### src/rtl/color_num_select.sv
// color_num_select: setup-phase front end for the color game.
// Four raw push buttons are synchronized, debounced and edge-detected; a
// two-state FSM uses the resulting press pulses to pick a color count in
// the range 3..8 (live preview) and to lock it in when a game starts.
module color_num_select #(
  parameter int unsigned DB_CYCLES = 500000,
  parameter int unsigned CNT_W     = 20
) (
  input  logic       clk,
  input  logic       rst_n,
  input  logic       btn_up,
  input  logic       btn_down,
  input  logic       btn_confirm,
  input  logic       btn_restart,
  output logic [3:0] final_COLOR_NUM,
  output logic       color_locked,
  output logic       start_pulse
);

  // Button vector bit positions.
  localparam int unsigned B_UP      = 0;
  localparam int unsigned B_DOWN    = 1;
  localparam int unsigned B_CONFIRM = 2;
  localparam int unsigned B_RESTART = 3;
  localparam int unsigned NBTN      = 4;

  // FSM encodings.
  localparam logic [0:0] SELECT = 1'b0;
  localparam logic [0:0] LOCKED = 1'b1;

  // Selection limits.
  localparam logic [3:0] NUM_MIN = 4'd3;
  localparam logic [3:0] NUM_MAX = 4'd8;

  // Last count value before the debounced level flips.
  localparam logic [CNT_W-1:0] DB_LAST = CNT_W'(DB_CYCLES - 1);

  logic [NBTN-1:0]  btn_raw;
  logic [NBTN-1:0]  sync1;
  logic [NBTN-1:0]  sync2;
  logic [NBTN-1:0]  db_level;
  logic [NBTN-1:0]  db_prev;
  logic [NBTN-1:0]  press;
  logic [CNT_W-1:0] db_cnt [NBTN];

  logic [0:0] state;
  logic [0:0] state_nxt;
  logic [3:0] sel_num;
  logic [3:0] sel_nxt;

  assign btn_raw = {btn_restart, btn_confirm, btn_down, btn_up};

  // Two-flop synchronizer for every raw button.
  always_ff @(posedge clk or negedge rst_n) begin
    if (!rst_n) begin
      sync1 <= '0;
      sync2 <= '0;
    end else begin
      sync1 <= btn_raw;
      sync2 <= sync1;
    end
  end

  // Debounce: the level follows the synchronized input only after
  // DB_CYCLES consecutive mismatching cycles; any agreeing cycle restarts.
  always_ff @(posedge clk or negedge rst_n) begin
    if (!rst_n) begin
      db_level <= '0;
      for (int unsigned i = 0; i < NBTN; i++) begin
        db_cnt[i] <= '0;
      end
    end else begin
      for (int unsigned i = 0; i < NBTN; i++) begin
        if (sync2[i] != db_level[i]) begin
          if (db_cnt[i] == DB_LAST) begin
            db_level[i] <= sync2[i];
            db_cnt[i]   <= '0;
          end else begin
            db_cnt[i] <= db_cnt[i] + 1'b1;
          end
        end else begin
          db_cnt[i] <= '0;
        end
      end
    end
  end

  // Delayed debounced level for rising-edge detection.
  always_ff @(posedge clk or negedge rst_n) begin
    if (!rst_n) begin
      db_prev <= '0;
    end else begin
      db_prev <= db_level;
    end
  end

  // One-cycle press pulse on each debounced 0->1 transition.
  assign press = db_level & ~db_prev;

  // Next-state and selection update; confirm outranks up/down, and
  // simultaneous up/down cancel out.
  always_comb begin
    state_nxt = state;
    sel_nxt   = sel_num;
    case (state)
      SELECT: begin
        if (press[B_CONFIRM]) begin
          state_nxt = LOCKED;
        end else if (press[B_UP] && !press[B_DOWN]) begin
          if (sel_num < NUM_MAX) sel_nxt = sel_num + 4'd1;
        end else if (press[B_DOWN] && !press[B_UP]) begin
          if (sel_num > NUM_MIN) sel_nxt = sel_num - 4'd1;
        end
      end
      LOCKED: begin
        if (press[B_RESTART]) state_nxt = SELECT;
      end
      default: state_nxt = SELECT;
    endcase
  end

  // State, selection and registered outputs; outputs load from the same
  // next values so they land on the same edge as the internal state.
  always_ff @(posedge clk or negedge rst_n) begin
    if (!rst_n) begin
      state           <= SELECT;
      sel_num         <= NUM_MIN;
      final_COLOR_NUM <= NUM_MIN;
      color_locked    <= 1'b0;
      start_pulse     <= 1'b0;
    end else begin
      state           <= state_nxt;
      sel_num         <= sel_nxt;
      final_COLOR_NUM <= sel_nxt;
      color_locked    <= (state_nxt == LOCKED);
      start_pulse     <= (state == SELECT) && (state_nxt == LOCKED);
    end
  end

endmodule

### config.mk
export PLATFORM = sky130hd
export DESIGN_NAME = color_num_select
export DESIGN_NICKNAME = d
export VERILOG_FILES = /design/src/rtl/color_num_select.sv
export SDC_FILE = /design/constraint.sdc
export NUM_CORES = 1
export LEC_CHECK = 0
export BUFFER_PORTS_ARGS = -buffer_cell sky130_fd_sc_hd__buf_4
export CAP_MARGIN = 40
export CORE_MARGIN = 4
export CORE_UTILIZATION = 65
export CTS_CLUSTER_SIZE = 30
export DETAILED_ROUTE_END_ITERATION = 12
export PLACE_DENSITY = 0.83
export SLEW_MARGIN = 15
export SYNTH_ARGS = -nofsm -noshare
export SYNTH_HDL_FRONTEND = slang
export SYNTH_SLANG_ARGS = --single-unit
### constraint.sdc
create_clock -name clk -period 3.95 [get_ports clk]
set_clock_uncertainty 0.15 [all_clocks]
set_input_delay 0.5925 -clock clk [delete_from_list [all_inputs] [get_ports clk]]
set_output_delay 0.5925 -clock clk [all_outputs]
set_load 0.01 [all_outputs]
==> results of run 1 <==
-- worst reg2reg max path, stage by stage (launching register included) --
cell and delay (ns):
dfrtp_1 0.44, or4b_1 0.59, nor4_2 0.21, or2_1 0.54, nor2_1 0.12
-- metal layers --
| metal | GRT usage [%] | vias to the layer above | part of all wire, % |
|---|---|---|---|
| met5 | 0 | - | 0 |
| met1 | 25.1 | 1558 | 45 |
| met4 | 8.30 | 0 | 1.6 |
| met3 | 3.70 | 16 | 2.7 |
| met2 | 36.4 | 52 | 51 |
| li1 | - | 1527 | - |
-- state kept, by name (all words and copies together) (netlist names) --
name         flops
sel_num          4
db_level         4
db_cnt          80
sync1            4
sync2            4
db_prev          4
state            1
start_pulse      1
-- cell usage in the layout, fill, tap and decap left out, types with 2 or more instances in the layout --
cell type and instances:
dfstp_2 2, and4_1 5, nor4_1 4, nor3_1 12, clkinv_2 2, mux2_2 5, nor4_2 5, nor2_1 95
and2_1 2, inv_1 11, nor2b_1 3, ha_1 8, or4b_1 2, nand3_1 33, nor4b_1 4, or2_1 2
clkbuf_8 10, or2_2 2, and3_1 8, nand2b_1 5, o21ai_0 2, buf_4 13, xnor2_1 38, nand2_1 25
dfrtp_1 100, nand4_1 17, xor2_1 42
-- stage by stage --
step           cells  setup WS [ns]  util, %
2_1_floorplan    449           2.09        -
3_3_place_gp     549           1.86     70.3
3_5_place_dp     549           1.80     70.3
4_1_cts          565           1.75     73.2
5_1_grt          565           1.62     73.2
6_report         565           1.76     73.2
-- how the worst min path moves through the flow --
stage / from / to / slack, ns / cells past startpoint
3_5_place_dp: sync1[1]$_DFF_PN0_ / sync2[1]$_DFF_PN0_ / 0.19 / 0
6_report: rst_n / sel_num[2]$_DFFE_PN0P_ / 0.06 / 1
4_1_cts: rst_n / db_cnt[62]$_DFF_PN0_ / 0.07 / 1
2_1_floorplan: rst_n / db_cnt[0]$_DFF_PN0_ / 0.15 / 0
5_1_grt: rst_n / sync2[0]$_DFF_PN0_ / 0.1 / 1
3_3_place_gp: sync1[0]$_DFF_PN0_ / sync2[0]$_DFF_PN0_ / 0.18 / 0
-- final cells by class --
| type | count | area share, % |
|---|---|---|
| well taps | 96 | 2.38 |
| flip-flops and latches | 102 | 50.5 |
| repair buffers | 13 | 1.93 |
| clock inverters | 5 | 1.14 |
| clock buffers | 11 | 2.80 |
| multi-input cells | 327 | 40.4 |
| inverters | 11 | 0.817 |
-- cell families after synthesis --
group | Yosys count | share of synthesized area, %
simple gates | 228 | 24.2
flops | 102 | 54.1
xor+xnor | 80 | 14.8
buf+inv | 20 | 2.57
fa+ha+maj | 8 | 2.12
compound gates | 6 | 0.901
mux | 5 | 1.19
-- where the power goes --
part           switching, mW  internal [mW]
logic                 0.0419         0.0168
registers             0.0122           1.06
clock network          0.340          0.312
total                  0.394           1.39
==> out/results.tsv, run 1 <==
metric	value	unit
gp_congestion	0.843	
netlist_top_cells_area	dfrtp_1 (53%), xor2_1 (7.8%), nor2_1 (7.6%), xnor2_1 (7.1%), nand3_1 (3.5%)	
r2r_end	db_cnt[27]$_DFF_PN0_	
synth_seq_cells	102	
diodes	0	
stdcell_area	5060	sq um
grt_usage	20.6	%
dr.first_iter.drc_count	80	
clock_latency	0.36	ns
fp.coreArea	6910	sq um
synthFlopType	dfrtp_1	
startpoint_type	register	
irDropWorstVdd	0.229	mV
crit_path_end	db_cnt[27]$_DFF_PN0_	
relSlewSlack	57.7	%
overflow	0	
hold_viol	0	
synth_edf_count	0	
cts_hold_buf	0	
firstDrtPassIters	4	
antenna_found_initial	0	
totalPowerFinal	1.78	mW
post_dp_cell_area	4860	sq um
slew_violations	0	
ys_types	37	
nets	478	
setup_viol	0	
rsz0062_at_grt	no	
fin_crit	2.19	ns
yosysMostFrequentCell	dfrtp_1	
port_buffers	11	
cts_tree	built	
r2r_slack	1.76	ns
finalHoldWorstSlack	0.0629	ns
cts_max_level	3	
grt_max_degree	45	
worstPathRequired	4.02	ns
dp_hpwl	5480	um
maxCapViolations	0	
seqCellArea	2550	sq um
slowest_stage	or4b_1	
power.density	352	nW/um^2
cts_made_buffers	9	
synth_area_per_cell	10.5	sq um
worst_slew_pin_slew	0.629	ns
cts_resized	0	
path_buf_inv	0	
ios	12	
multi_input_area	2040	sq um
yosys-top-cells-count	dfrtp_1 (100), nor2_1 (95), xor2_1 (42)	
start_util	68.3	%
fin_setup_tns	0	ns
yosysTopAreaCellShare	53.0	%
cts_buffer_depth	2	
post_cts_buffers	0	
syn_area	4720	sq um
ys_warn_count	0	
numClockSinks	102	
cts-root-buf	clkbuf_8	
p_leak	2.21	nW
cp.depth	4	
reg2reg_from	db_cnt[31]$_DFF_PN0_	
holdCritPathClass	input port to asynchronous set/reset pin	
die_h	93.2	um
row_count	30	
drive_gt1_share	9.38	%
fillers	489	
grt_pass1_vias	3281	
outcome	complete, no violations	
avgViaCountPerCell	5.58	
crit_family	simple AND/OR/NAND/NOR gates	
route.detailed.drc	0	
area_delta_synth_final	7.13	%
drt.antenna.violating_nets	0	
post-route-period-util	55.5	%
crit_fanout	18	
critical_path_class	register to register	
wire_per_inst	14.0	um
arrival	2.26	ns
route.vias.total	3153	
endpoint_kind	register	
slowest_delay	0.59	ns
cp-startpoint	db_cnt[31]$_DFF_PN0_	
die_area	8690	sq um
synth_top_area_cell	dfrtp_1	
grt_pass1_wl	14400	um
clk_pin_slew_worst_paths	0.09	ns
yosysSeqAreaShare	54.1	%
routed_wl	7880	um
async_flop_share	100	%
crit_chain	or4b_1 -> nor4_2 -> or2_1 -> nor2_1	
synth_fp_nets	463	
synth_cells	449	
worstRegToRegCells	4	
timing.fmax	456	MHz
die_x	93.2	um
Power figures use the tool's default switching activity.
==> run 2: changes to the inputs <==
--- a/config.mk
+++ b/config.mk
@@ -8,10 +8,10 @@
 export BUFFER_PORTS_ARGS = -buffer_cell sky130_fd_sc_hd__buf_4
 export CAP_MARGIN = 40
 export CORE_MARGIN = 4
-export CORE_UTILIZATION = 65
+export CORE_UTILIZATION = 62
 export CTS_CLUSTER_SIZE = 30
 export DETAILED_ROUTE_END_ITERATION = 12
-export PLACE_DENSITY = 0.83
+export PLACE_DENSITY = 0.8
 export SLEW_MARGIN = 15
 export SYNTH_ARGS = -nofsm -noshare
 export SYNTH_HDL_FRONTEND = slang
==> constraint.sdc (replaced) <==
create_clock -name clk -period 2.23 [get_ports clk]
set_clock_uncertainty 0.15 [all_clocks]
set_input_delay 0.3345 -clock clk [delete_from_list [all_inputs] [get_ports clk]]
set_output_delay 0.3345 -clock clk [all_outputs]
set_load 0.01 [all_outputs]
==> run 2 against run 1 <==
Against the previous run:
- power grew 80%
- register-to-register slack lost 1.5 ns
- setup slack lost 1.5 ns
- critical path depth grew 4
- count of clock-buffer cells in the layout shrank 2
- critical path type unchanged
- critical endpoint is now sel_num[3]$_DFFE_PN0P_
- largest cell class unchanged
==> out/results.tsv, run 2 (synthesized netlist as in run 1, its figures left out) <==
metric	value	unit	change
outcome	complete, no violations		
slew_violations	0		unchanged
grt_usage	20.5	%	-0.17 points
setup_viol	0		unchanged
overflow	0		unchanged
die_area	9070	sq um	+4.4%
nets	490		+2.5%
area_delta_synth_final	9.92	%	
irDropWorstVdd	0.484	mV	+110%
relSlewSlack	62.3	%	+4.6 points
diodes	0		unchanged
fin_setup_tns	0	ns	unchanged
port_buffers	11		unchanged
rsz0062_at_grt	no		
antenna_found_initial	0		unchanged
holdCritPathClass	register to register		
avgViaCountPerCell	5.47		-1.9%
largest_reg_flops	80		unchanged
placed_cells	559		+1.8%
finalHoldWorstSlack	0.208	ns	+0.145 ns
firstDrtPassIters	4		unchanged
worstPathRequired	2.33	ns	-1.69 ns
stdcell_area	5190	sq um	+2.6%
final_core_util	70.8	%	-2.4 points
route.detailed.drc	0		unchanged
cts_max_level	3		unchanged
row_count	31		+3.3%
grt_pass1_vias	3234		-1.4%
stdcell_count	580		+2.7%
dr.first_iter.drc_count	111		+39%
final_cell_mix	dfrtp_1 (100), nor2_1 (95), xor2_1 (42)		
top_register	db_cnt		
post_dp_cell_area	4930	sq um	+1.4%
clk_pin_slew_worst_paths	0.10	ns	about the same
p_leak	2.26	nW	+2.5%
final_common_cell	dfrtp_1		
die_x	95.2	um	+2.2%
postLayoutSetupSlackWorst	0.229	ns	-1.53 ns
clock_latency	0.37	ns	about the same
cts_buffer_depth	2		unchanged
timing.fmax	500	MHz	+9.5%
ios	12		unchanged
cts-root-buf	clkbuf_8		
start_util	64.4	%	-4.0 points
endpoint_kind	register		
drt.antenna.violating_nets	0		unchanged
gp_congestion	0.822		-2.6%
place_ws	0.217	ns	-1.58 ns
crit_fanout	4		-14
maxCapViolations	0		unchanged
wire_per_inst	14.0	um	+0.40%
route.vias.total	3174		+0.67%
post-route-period-util	89.7	%	+34 points
fin_crit	2.00	ns	-0.191 ns
hold_viol	0		unchanged
power.density	617	nW/um^2	+75%
grt_pass1_wl	14500	um	+0.33%
totalPowerFinal	3.20	mW	+80%
cts_tree	built		
cts_made_buffers	9		unchanged
routed_wl	8120	um	+3.1%
startpoint_type	register		
arrival	2.11	ns	-0.15 ns
die_h	95.2	um	+2.2%
numClockSinks	102		unchanged
drive_gt1_share	11.0	%	+1.6 points
worst_slew_pin_slew	0.566	ns	-0.0631 ns
critical_path_class	register to register		
fp.coreArea	7330	sq um	+6.1%
grt_max_degree	44		-2.2%
dp_hpwl	5630	um	+2.8%
## run 2: path summary, 6_finish.rpt
kind                                     endpoint                     from  depth (start not counted)  slack (ns)
max in group asynchronous    db_cnt[71]$_DFF_PN0_                    rst_n                          3        0.97
hold reg to reg                sync2[2]$_DFF_PN0_       sync1[2]$_DFF_PN0_                          0        0.21
min in group asynchronous    db_cnt[63]$_DFF_PN0_                    rst_n                          2        0.35
setup reg to reg           sel_num[3]$_DFFE_PN0P_  db_level[0]$_DFFE_PN0P_                          8        0.23
setup / recovery           sel_num[3]$_DFFE_PN0P_  db_level[0]$_DFFE_PN0P_                          8        0.23
hold / removal                 sync2[2]$_DFF_PN0_       sync1[2]$_DFF_PN0_                          0        0.21
## run 2: final cells by class
| class | count | area, sq um |
|---|---|---|
| Multi-Input combinational cell | 327 | 2050 |
| Sequential cell | 102 | 2550 |
| Inverter | 11 | 41.3 |
| Clock inverter | 7 | 82.6 |
| Tap cell | 99 | 124 |
| Fill cell | 546 | 2140 |
| Clock buffer | 9 | 124 |
| Timing Repair Buffer | 25 | 213 |
## run 2: worst max-delay path, stage by stage, from the launching register on
cell	delay, ns
dfrtp_1	0.41
nor2b_1	0.20
ha_1	0.23
inv_1	0.07
ha_1	0.33
o21ai_0	0.09
a21oi_1	0.19
nor3_2	0.07
xor2_1	0.14
## run 2: timing repair
| action | in CTS | in global routing |
|---|---|---|
| setup buffers | 0 | 0 |
| resized for setup | 0 | 1 |
| endpoints found under the setup margin | 0 | 1 |
| hold endpoints to repair | 42 | 0 |
| hold buffers | 5 | 0 |
## run 2: routing by layer
layer	GRT usage [%]	part of all wire [%]	vias to the layer above
li1	-	-	1560
met1	26.7	46	1567
met2	33.8	50	43
met3	5.37	3.3	4
met4	5.77	0.68	0
met5	0	0	-
## run 2: report_power, final
| group | leakage [nW] | internal (mW) | switching [mW] |
|---|---|---|---|
| logic | 0.775 | 0.0418 | 0.0779 |
| registers | 1.39 | 1.87 | 0.0224 |
| clock network | 0.0975 | 0.532 | 0.655 |
